--- src/rtl/proc_tb_pkg.sv ---
// proc_tb_pkg
// Shared definitions for processor run/bring-up harnesses.
//   run_state_t        : run controller state encoding
//   DEFAULT_HALT_INSTR : all-ones halt encoding for a 32-bit instruction bus
package proc_tb_pkg;

  typedef enum logic [1:0] {
    IDLE      = 2'd0,
    RESET_DUT = 2'd1,
    RUN       = 2'd2,
    DONE      = 2'd3
  } run_state_t;

  localparam logic [31:0] DEFAULT_HALT_INSTR = 32'hFFFF_FFFF;

endpackage

--- src/rtl/proc_run_ctrl_sat_counter.sv ---
// sat_counter
// Loadable counter that stops at a bound instead of wrapping.
// Counts up to LIMIT, or down to 0 when DOWN is set.
// Ports:
//   clk, reset : clock, synchronous active-high reset (count -> 0)
//   load       : load load_val (has priority over en)
//   load_val   : value loaded on load
//   en         : step the counter by one towards its bound
//   count      : current value
//   at_limit   : count sits at its bound (LIMIT, or 0 when counting down)
module sat_counter #(
  parameter int unsigned WIDTH = 8,
  parameter int unsigned LIMIT = 255,
  parameter bit          DOWN  = 1'b0
) (
  input  logic             clk,
  input  logic             reset,
  input  logic             load,
  input  logic [WIDTH-1:0] load_val,
  input  logic             en,
  output logic [WIDTH-1:0] count,
  output logic             at_limit
);

  localparam logic [WIDTH-1:0] STOP = DOWN ? '0 : WIDTH'(LIMIT);

  logic [WIDTH-1:0] count_q, count_d;

  always_comb begin
    count_d = count_q;
    if (load) begin
      count_d = load_val;
    end else if (en && (count_q != STOP)) begin
      count_d = DOWN ? (count_q - WIDTH'(1)) : (count_q + WIDTH'(1));
    end
  end

  always_ff @(posedge clk) begin
    if (reset) begin
      count_q <= '0;
    end else begin
      count_q <= count_d;
    end
  end

  assign count    = count_q;
  assign at_limit = (count_q == STOP);

endmodule

--- src/rtl/proc_run_ctrl.sv ---
// proc_run_ctrl
// Run controller around the Processor: holds it in reset for RST_CYCLES after
// a start, lets it run until halt, abort or the cycle budget, then latches and
// grades its output against the expected value.
// Ports:
//   clk, reset   : clock, synchronous active-high reset
//   start        : run request, accepted in IDLE or DONE
//   abort        : end the run early (graded as timeout), RUN only
//   expected     : golden result, captured on an accepted start
//   dut_out      : processor_out
//   dut_instr    : instruction fetched by the processor
//   dut_reset    : reset to the processor (low only in RUN)
//   busy         : RESET_DUT or RUN
//   done         : DONE
//   pass/timeout : verdict, valid while done
//   result       : dut_out captured in the ending RUN cycle
//   cycle_count  : RUN cycles consumed, including the ending one
//
// state     | meaning
// ----------+-------------------------------------------------
// IDLE      | waiting for start, processor held in reset
// RESET_DUT | holding processor reset for RST_CYCLES cycles
// RUN       | processor released, counting cycles
// DONE      | run finished, verdict held, processor frozen
module proc_run_ctrl
  import proc_tb_pkg::*;
#(
  parameter int unsigned        DATA_W     = 32,
  parameter int unsigned        INSTR_W    = 32,
  parameter int unsigned        RST_CYCLES = 1,
  parameter int unsigned        MAX_CYCLES = 100,
  parameter logic [INSTR_W-1:0] HALT_INSTR = {INSTR_W{1'b1}},
  parameter int unsigned        CNT_W      = $clog2(MAX_CYCLES + 1)
) (
  input  logic               clk,
  input  logic               reset,
  input  logic               start,
  input  logic               abort,
  input  logic [DATA_W-1:0]  expected,
  input  logic [DATA_W-1:0]  dut_out,
  input  logic [INSTR_W-1:0] dut_instr,
  output logic               dut_reset,
  output logic               busy,
  output logic               done,
  output logic               pass,
  output logic               timeout,
  output logic [DATA_W-1:0]  result,
  output logic [CNT_W-1:0]   cycle_count
);

  localparam int unsigned RST_W = $clog2(RST_CYCLES + 1);

  run_state_t        state_q, state_d;
  logic              dut_reset_q, dut_reset_d;
  logic              busy_q, busy_d;
  logic              done_q, done_d;
  logic              pass_q, pass_d;
  logic              timeout_q, timeout_d;
  logic [DATA_W-1:0] result_q, result_d;
  logic [DATA_W-1:0] exp_q, exp_d;

  logic             start_acc;
  logic [RST_W-1:0] rst_cnt;
  logic             rst_zero;
  logic [CNT_W-1:0] run_cnt;
  logic             run_sat;
  logic             halt_hit, budget_hit, end_run;

  assign start_acc = start && ((state_q == IDLE) || (state_q == DONE));
  assign halt_hit  = (dut_instr == HALT_INSTR);
  // run_cnt holds cycles already completed, so the current cycle is the last
  // one of the budget when run_cnt == MAX_CYCLES-1. run_sat is a backstop.
  assign budget_hit = (run_cnt == CNT_W'(MAX_CYCLES - 1)) || run_sat;
  assign end_run    = abort || halt_hit || budget_hit;

  sat_counter #(
    .WIDTH (RST_W),
    .LIMIT (0),
    .DOWN  (1'b1)
  ) u_rst_hold (
    .clk      (clk),
    .reset    (reset),
    .load     (start_acc),
    .load_val (RST_W'(RST_CYCLES - 1)),
    .en       (state_q == RESET_DUT),
    .count    (rst_cnt),
    .at_limit (rst_zero)
  );

  sat_counter #(
    .WIDTH (CNT_W),
    .LIMIT (MAX_CYCLES),
    .DOWN  (1'b0)
  ) u_run_cnt (
    .clk      (clk),
    .reset    (reset),
    .load     (start_acc),
    .load_val ('0),
    .en       (state_q == RUN),
    .count    (run_cnt),
    .at_limit (run_sat)
  );

  always_ff @(posedge clk) begin
    if (reset) begin
      state_q     <= IDLE;
      dut_reset_q <= 1'b1;
      busy_q      <= 1'b0;
      done_q      <= 1'b0;
      pass_q      <= 1'b0;
      timeout_q   <= 1'b0;
      result_q    <= '0;
      exp_q       <= '0;
    end else begin
      state_q     <= state_d;
      dut_reset_q <= dut_reset_d;
      busy_q      <= busy_d;
      done_q      <= done_d;
      pass_q      <= pass_d;
      timeout_q   <= timeout_d;
      result_q    <= result_d;
      exp_q       <= exp_d;
    end
  end

  always_comb begin
    state_d = state_q;
    unique case (state_q)
      IDLE, DONE: if (start_acc) state_d = RESET_DUT;
      RESET_DUT:  if (rst_zero)  state_d = RUN;
      RUN:        if (end_run)   state_d = DONE;
      default:                   state_d = IDLE;
    endcase
  end

  always_comb begin
    dut_reset_d = (state_d != RUN);
    busy_d      = (state_d == RESET_DUT) || (state_d == RUN);
    done_d      = (state_d == DONE);
    pass_d      = pass_q;
    timeout_d   = timeout_q;
    result_d    = result_q;
    exp_d       = exp_q;
    if (start_acc) begin
      exp_d     = expected;
      result_d  = '0;
      pass_d    = 1'b0;
      timeout_d = 1'b0;
    end else if ((state_q == RUN) && end_run) begin
      result_d  = dut_out;
      // abort outranks halt; any other non-halt ending is the budget
      timeout_d = abort || !halt_hit;
      pass_d    = !timeout_d && (dut_out == exp_q);
    end
  end

  assign dut_reset   = dut_reset_q;
  assign busy        = busy_q;
  assign done        = done_q;
  assign pass        = pass_q;
  assign timeout     = timeout_q;
  assign result      = result_q;
  assign cycle_count = run_cnt;

endmodule

--- config.mk ---
export PLATFORM = sky130hd
export DESIGN_NAME = proc_run_ctrl
export DESIGN_NICKNAME = d
export VERILOG_FILES = /design/src/rtl/proc_tb_pkg.sv /design/src/rtl/proc_run_ctrl_sat_counter.sv /design/src/rtl/proc_run_ctrl.sv
export SDC_FILE = /design/constraint.sdc
export NUM_CORES = 1
export LEC_CHECK = 0
export BUFFER_PORTS_ARGS = -buffer_cell sky130_fd_sc_hd__buf_2
export CORE_ASPECT_RATIO = 2
export CORE_MARGIN = 1
export CORE_UTILIZATION = 48
export DETAILED_ROUTE_END_ITERATION = 8
export GPL_TIMING_DRIVEN = 0
export PLACE_DENSITY = 0.91
export SLEW_MARGIN = 0
export SYNTH_ARGS = -nofsm -noshare
export SYNTH_HDL_FRONTEND = slang
export SYNTH_SLANG_ARGS = --single-unit
export TNS_END_PERCENT = 20
--- constraint.sdc ---
create_clock -name clk -period 2.35 [get_ports clk]
set_input_delay 0.47 -clock clk [delete_from_list [all_inputs] [get_ports clk]]
set_output_delay 0.47 -clock clk [all_outputs]
set_load 0.01 [all_outputs]
==> impl_results.md, run 1 <==
- Met3 Usage GRT: 0.0674
- Post-synthesis cell count: 416
- EDFF count, synth: 0
- Critical path origin: u_run_cnt.count[0]
- GRT met2 Usage: 0.507
- Maximum net fanout on the critical path: 6
- Synth area leader: dfxtp_1
- Top-area cell type share of the netlist area: 0.467
- DR vias: 3588
- Clock buffer depth: 2
- Most common cell after layout, fill and taps aside: buf_2
- First-pass GRT wire length: 16300 um
- R2R Path End: busy
- Critical Path RT: 2.55 ns
- Crit path cell chain: inv_1 -> ha_1 -> mux2_2 -> a21oi_1 -> o21a_2 -> o31a_1 -> inv_1 -> ha_1 -> nor2b_1
- Pre-CTS WS: -0.0800 ns
- Leak: 1.91 nW
- Max transition margin: 0.592
- Period minus WS final: 2.21 ns
- Num ports: 144
- RD Place Congestion: 0.944
- Synth unique cells: 32
- TNS Setup: 0 ns
- Syn nets: 521
- Clock Skews: 0.00508 ns
- CP Class: flop to flop
- Area Growth Syn to Fin: 32.8%
- Seq/Total Area, Yosys: 0.467
- Via count of the first global-routing pass: 3493
- # fillers: 637
- Layout cells sized above 1: 0.295
- Pin count of the biggest net entering global routing: 12
- Initial Util: 0.492
- RSZ-0062 raised after global routing: no
- Placed Cells: 649
- Post CTS Setup Buffer Count: 0
- H-tree Lvls: 3
- Final setup margin: 0.137 ns
- VDD IR max: 0.661 mV
- First-pass DRT Iterations: 5
- Critical path arrival: 2.41 ns
- Number of max-slew violations in the final report: 0
- HPWL after detailed placement: 8090 um
- Die width: 61.4 um
- Total detailed-routing wirelength: 10500 um
- 1st-iter DRT viols: 203
- Hold Crit Start: expected[0]
- Delay of the slowest critical-path stage: 0.41 ns
- Startpoint types: flop
- Num CTS Buffers: 9
- Max-cap violations: 0
- Finished Layout Cells: 662
- R2R cell count: 9
- DIE AREA: 7420 um2
- Most frequent cells in the layout: 147 x buf_2, 79 x dfxtp_1, 72 x nand2_1
- Min-Delay Path Class: input port to flop
- Top Usage Layer GRT: met2
- Hold-fix buffer count after cts: 0
- Fmax: 452 MHz
- Total grt overflow: 0
- Total GRT Usage: 0.301
- Seq cells post-synth: 79
- Synth Cell Area: 3390 um2
- Crit. End Element: flop
- Worst reg2reg path startpoint: u_run_cnt.count[0]
- Ys Warns: 0
- GR Util met1: 0.327
- Cell Rows: 43
- Skew-Pair Late Insertion Delay: 0.34 ns
- Top_reg_cell synth: dfxtp_1
- Total clock sinks: 79
- Outcome: complete, no violations
- Diodes inserted: 0
- Mean Syn Cell Area: 8.15 um2
- Final Cycle Share: 0.942
- Pwr Density: 928 nW/um2
- Initial antenna violation count: 0
- R2R setup slack: 0.14 ns
- ANT nets after route: 0
- Setup crit end: busy
- DIE HEIGHT: 121 um
- Core region area: 6890 um2
- Via/cell ratio: 5.42
- Final Hold Viols: 0
- Worst-path clk slew: 0.06 ns
- PortBufs: 143
- WL per Instance: 15.8 um
- Final setup fails: 0
- Final #Nets: 675
- DRC: 0
- Worst-Margin Slew: 0.608 ns
- CTS root buf: clkbuf_16
- Crit path max-delay cell type: dfxtp_1
- Synth top area cells: dfxtp_1 47%, a21oi_1 10%, nand2_1 8.0%
- Async set or reset register ratio after synthesis: 0
- CTS tree: yes
==> state kept, by name (all words and copies together) (netlist names) <==
signal            flops
timeout               1
exp_q                32
state_q               2
busy                  1
done                  1
result               32
u_run_cnt.count       7
pass                  1
dut_reset             1
u_rst_hold.count      1
==> Yosys cell counts (2+ instances only) <==
library cell	n
nor3_1	2
clkbuf_1	24
a21oi_1	70
inv_1	6
ha_1	5
dfxtp_1	79
nand3_1	34
xnor2_1	16
nand4_1	13
nor4_1	6
nor2b_1	2
nor3b_1	2
or4_4	2
nor2_1	11
buf_2	4
xor2_1	21
o21ai_0	33
nand2_1	72
==> what timing repair did <==
action,4_1_cts,5_1_grt
gates resized for setup,0,8
setup endpoints to repair,0,21
hold endpoints to repair,0,0
==> where the power goes <==
| group | internal (W) | total [W] | switching (W) |
|---|---|---|---|
| Sequential | 0.00152 | 0.00164 | 0.000118 |
| Combinational | 0.000448 | 0.00126 | 0.000807 |
| Clock | 0.000781 | 0.00128 | 0.000499 |
==> per-layer routing <==
metal,vias to the layer above,wire length [um]
met5,-,0
met4,0,484
met3,33,601
met2,155,5740
met1,1658,3660
li1,1742,-
==> area by class of cell <==
class / count / area (um2) / area share
timing repair buffer: 143 / 716 / 0.159
clock inverter: 1 / 5.00 / 0.00111
inverter: 6 / 22.5 / 0.00500
clock buffer: 12 / 267 / 0.0592
buffer: 28 / 114 / 0.0253
sequential: 79 / 1580 / 0.351
tap: 90 / 113 / 0.0250
multi-input combinational: 303 / 1680 / 0.374
==> cells by family after synthesis <==
| family | share of synthesized area |
|---|---|
| compound gates | 0.166 |
| xor+xnor | 0.0956 |
| fa+ha+maj | 0.0185 |
| buf+inv | 0.0391 |
| flops | 0.467 |
| mux | 0.00332 |
| simple gates | 0.211 |
==> critical path: cells and delay by family, from the launching register on <==
family | cells | cell delay [ns]
compound gates | 3 | 0.64
fa+ha+maj | 2 | 0.48
flops | 1 | 0.41
mux | 1 | 0.28
buf+inv | 2 | 0.13
simple gates | 1 | 0.13
==> worst min-delay path by stage <==
stage,cells after the start,to
after floorplan,2,exp_q[0]
after global routing,3,exp_q[17]
final,3,exp_q[0]
after global placement,2,exp_q[5]
after detailed placement,2,exp_q[17]
after CTS,3,exp_q[0]
==> through the flow <==
stage / total power, W / hold slack (ns) / instance area [um2] / util
2_1_floorplan: 0.00246 / 0.448 / 3390 / -
3_3_place_gp: 0.00283 / 0.455 / 4220 / 0.612
3_5_place_dp: 0.00289 / 0.458 / 4220 / 0.612
4_1_cts: 0.00415 / 0.366 / 4490 / 0.652
5_1_grt: 0.00439 / 0.375 / 4500 / 0.654
6_report: 0.00418 / 0.367 / 4500 / 0.654
No activity file was read; power rests on OpenSTA's default activity.
==> run 2, diff against run 1 <==
CORE_UTILIZATION = 49   (was 48)
SYNTH_HIERARCHICAL = 1   (was default)
==> run 2 against run 1 <==
Compared with the run above:
- non-clock buffer count down 3
- register-to-register slack about the same
- critical path type unchanged
- final area grew 9.0%
- largest cell class unchanged
- synthesized cell count rose by 3.6%
- sequential share of layout area down 2.8 points
- fmax increased by 0.63%
- critical path depth unchanged
==> impl_results.md, run 2 <==
- Critical path arrival: 2.46 ns (was 2.41 ns)
- PortBufs: 143 (unchanged)
- VDD IR max: 0.623 mV (was 0.661 mV)
- Top-area cell type share of the netlist area: 0.434 (was 0.467)
- CTS tree: yes (unchanged)
- Pwr Density: 985 nW/um2 (was 928 nW/um2)
- Maximum net fanout on the critical path: 10 (was 6)
- Critical path's top delay family: buffers and inverters (was compound AO/OA/AOI/OAI gates)
- Max-cap violations: 0 (unchanged)
- Initial Util: 0.506 (was 0.492)
- First-pass GRT wire length: 16200 um (was 16300 um)
- Worst-Margin Slew: 0.526 ns (was 0.608 ns)
- Synth area leader: dfxtp_1 (unchanged)
- Seq/Total Area, Yosys: 0.434 (was 0.467)
- Hold-fix buffer count after cts: 0 (unchanged)
- Total clock sinks: 79 (unchanged)
- Final Cycle Share: 0.936 (was 0.942)
- Total grt overflow: 0 (unchanged)
- EDFF count, synth: 0 (unchanged)
- Final setup fails: 0 (unchanged)
- Via count of the first global-routing pass: 3574 (was 3493)
- 1st-iter DRT viols: 189 (was 203)
- Cell Rows: 44 (was 43)
- H-tree Lvls: 3 (unchanged)
- Placed inst area: 4500 um2 (was 4220 um2)
- DIE AREA: 7810 um2 (was 7420 um2)
- Layout cells sized above 1: 0.305 (was 0.295)
- Post-synthesis cell count: 431 (was 416)
- ANT nets after route: 0 (unchanged)
- Crit path max-delay cell type: clkbuf_1 (was dfxtp_1)
- Total detailed-routing wirelength: 10700 um (was 10500 um)
- Async set or reset register ratio after synthesis: 0 (unchanged)
- DR vias: 3704 (was 3588)
- Top_reg_cell synth: dfxtp_1 (unchanged)
- Buf+Inv Stages, Crit Path: 4 (was 2)
- Crit path cell chain: inv_1 -> ha_1 -> nand2_2 -> inv_2 -> nor2_2 -> buf_2 -> clkbuf_1 -> nand2_1 -> mux2i_1 (was inv_1 -> ha_1 -> mux2_2 -> a21oi_1 -> o21a_2 -> o31a_1 -> inv_1 -> ha_1 -> nor2b_1)
- Delay of the slowest critical-path stage: 0.40 ns (was 0.41 ns)
- DIE HEIGHT: 124 um (was 121 um)
- Period minus WS final: 2.20 ns (was 2.21 ns)
- Fmax: 455 MHz (was 452 MHz)
- Worst-path clk slew: 0.06 ns (about the same)
- First-pass DRT Iterations: 4 (was 5)
- Clock Skews: 0.00542 ns (was 0.00508 ns)
- RD Place Congestion: 0.823 (was 0.944)
- Most numerous cell in the Yosys netlist: nand2_1 (was dfxtp_1)
- Seq cells post-synth: 79 (unchanged)
- DRC: 0 (unchanged)
- CP Class: flop to flop (unchanged)
- Final hold slack: 0.368 ns (was 0.367 ns)
- Ys Warns: 6 (was 0)
- Critical Path RT: 2.61 ns (was 2.55 ns)
- Outcome: complete, no violations (unchanged)
- Core region area: 7210 um2 (was 6890 um2)
- Finished Cell Area: 4900 um2 (was 4500 um2)
- CTS root buf: clkbuf_16 (unchanged)
- Area Growth Syn to Fin: 34.5% (was 32.8%)
- Synth top area cells: dfxtp_1 43%, nand2_1 14%, mux2i_1 8.8% (was dfxtp_1 47%, a21oi_1 10%, nand2_1 8.0%)
- RSZ-0062 raised after global routing: yes (was no)
- Mean Syn Cell Area: 8.46 um2 (was 8.15 um2)
- Total GRT Usage: 0.275 (was 0.301)
- Leak: 2.34 nW (was 1.91 nW)
- Clock buffer depth: 2 (unchanged)
- Most common cell after layout, fill and taps aside: buf_2 (unchanged)
- Synth top cells by count: 134 x nand2_1, 79 x dfxtp_1, 34 x a21oi_1 (was 79 x dfxtp_1, 72 x nand2_1, 70 x a21oi_1)
- Most frequent cells in the layout: 146 x buf_2, 134 x nand2_1, 77 x dfxtp_1 (was 147 x buf_2, 79 x dfxtp_1, 72 x nand2_1)
- Die width: 63.0 um (was 61.4 um)
- Startpoint types: flop (unchanged)
- Synth unique cells: 49 (was 32)
- Max transition margin: 0.649 (was 0.592)
- Final Hold Viols: 0 (unchanged)
- WL per Instance: 15.4 um (was 15.8 um)
- Crit. End Element: flop (unchanged)
- Skew-Pair Late Insertion Delay: 0.34 ns (about the same)
- Final #Nets: 701 (was 675)
- TNS Setup: 0 ns (unchanged)
- Synth Cell Area: 3650 um2 (was 3390 um2)
- Num ports: 144 (unchanged)
- Num CTS Buffers: 9 (unchanged)
- Initial antenna violation count: 1 (was 0)
- Via/cell ratio: 5.34 (was 5.42)
- Min-Delay Path Class: input port to flop (unchanged)
- HPWL after detailed placement: 8320 um (was 8090 um)
- Pin count of the biggest net entering global routing: 22 (was 12)
- Number of max-slew violations in the final report: 0 (unchanged)
==> run 2: worst min-delay path, cell delays in order <==
cell     delay (ns)
buf_2          0.10
nand2_1        0.05
a21oi_1        0.05
==> run 2: final timing paths <==
path	from	to	slack, ns	cells after the start
hold / removal	expected[17]	exp_q[17]	0.37	3
setup / recovery	state_q[0]	result[13]	0.15	9
hold reg to reg	result[16]	result[16]	0.46	2
setup reg to reg	state_q[0]	result[13]	0.15	9
==> run 2: logic make-up after synthesis <==
kind of cell	Yosys count	share of synthesized area
compound gates	59	0.103
xor+xnor	33	0.0792
fa+ha+maj	6	0.0206
buf+inv	33	0.0408
flops	79	0.434
mux	32	0.0878
other cells	1	0.00103
simple gates	188	0.234
==> run 2: what timing repair did <==
action | in CTS | in global routing
buffers inserted | 0 | 4
resized for setup | 2 | 6
endpoints found under the setup margin | 6 | 29
==> run 2: area by class of cell <==
cell class | count | area (um2)
timing repair buffer | 147 | 746
buffer | 21 | 106
clock buffer | 10 | 239
fill | 558 | 2310
antenna | 1 | 2.50
multi-input combinational | 326 | 1960
tap | 92 | 115
clock inverter | 6 | 108
inverter | 11 | 45.0
sequential | 79 | 1580
==> run 2: metal layers <==
| layer | global-route usage | wire length (um) |
|---|---|---|
| met4 | 0.224 | 619 |
| met3 | 0.0467 | 562 |
| met2 | 0.532 | 6030 |
| met1 | 0.241 | 3440 |
| met5 | 0 | 0 |
==> run 2: stage by stage <==
stage | std cells | setup slack, ns | utilization | total power, W
finish | 693 | 0.151 | 0.680 | 0.00483
global route | 693 | -0.0626 | 0.680 | 0.00509
CTS | 688 | 0.0435 | 0.672 | 0.00478
detailed placement | 673 | -0.237 | 0.625 | 0.00317
global placement | 673 | -0.164 | 0.625 | 0.00309
floorplan | 438 | 0.207 | - | 0.00269
==> run 2: power by group <==
group          leakage (nW)  internal, W  total, W  switching, W
Combinational          1.53     0.000599   0.00149      0.000891
Sequential            0.645      0.00155   0.00173      0.000179
Clock                 0.168      0.00106   0.00161      0.000547
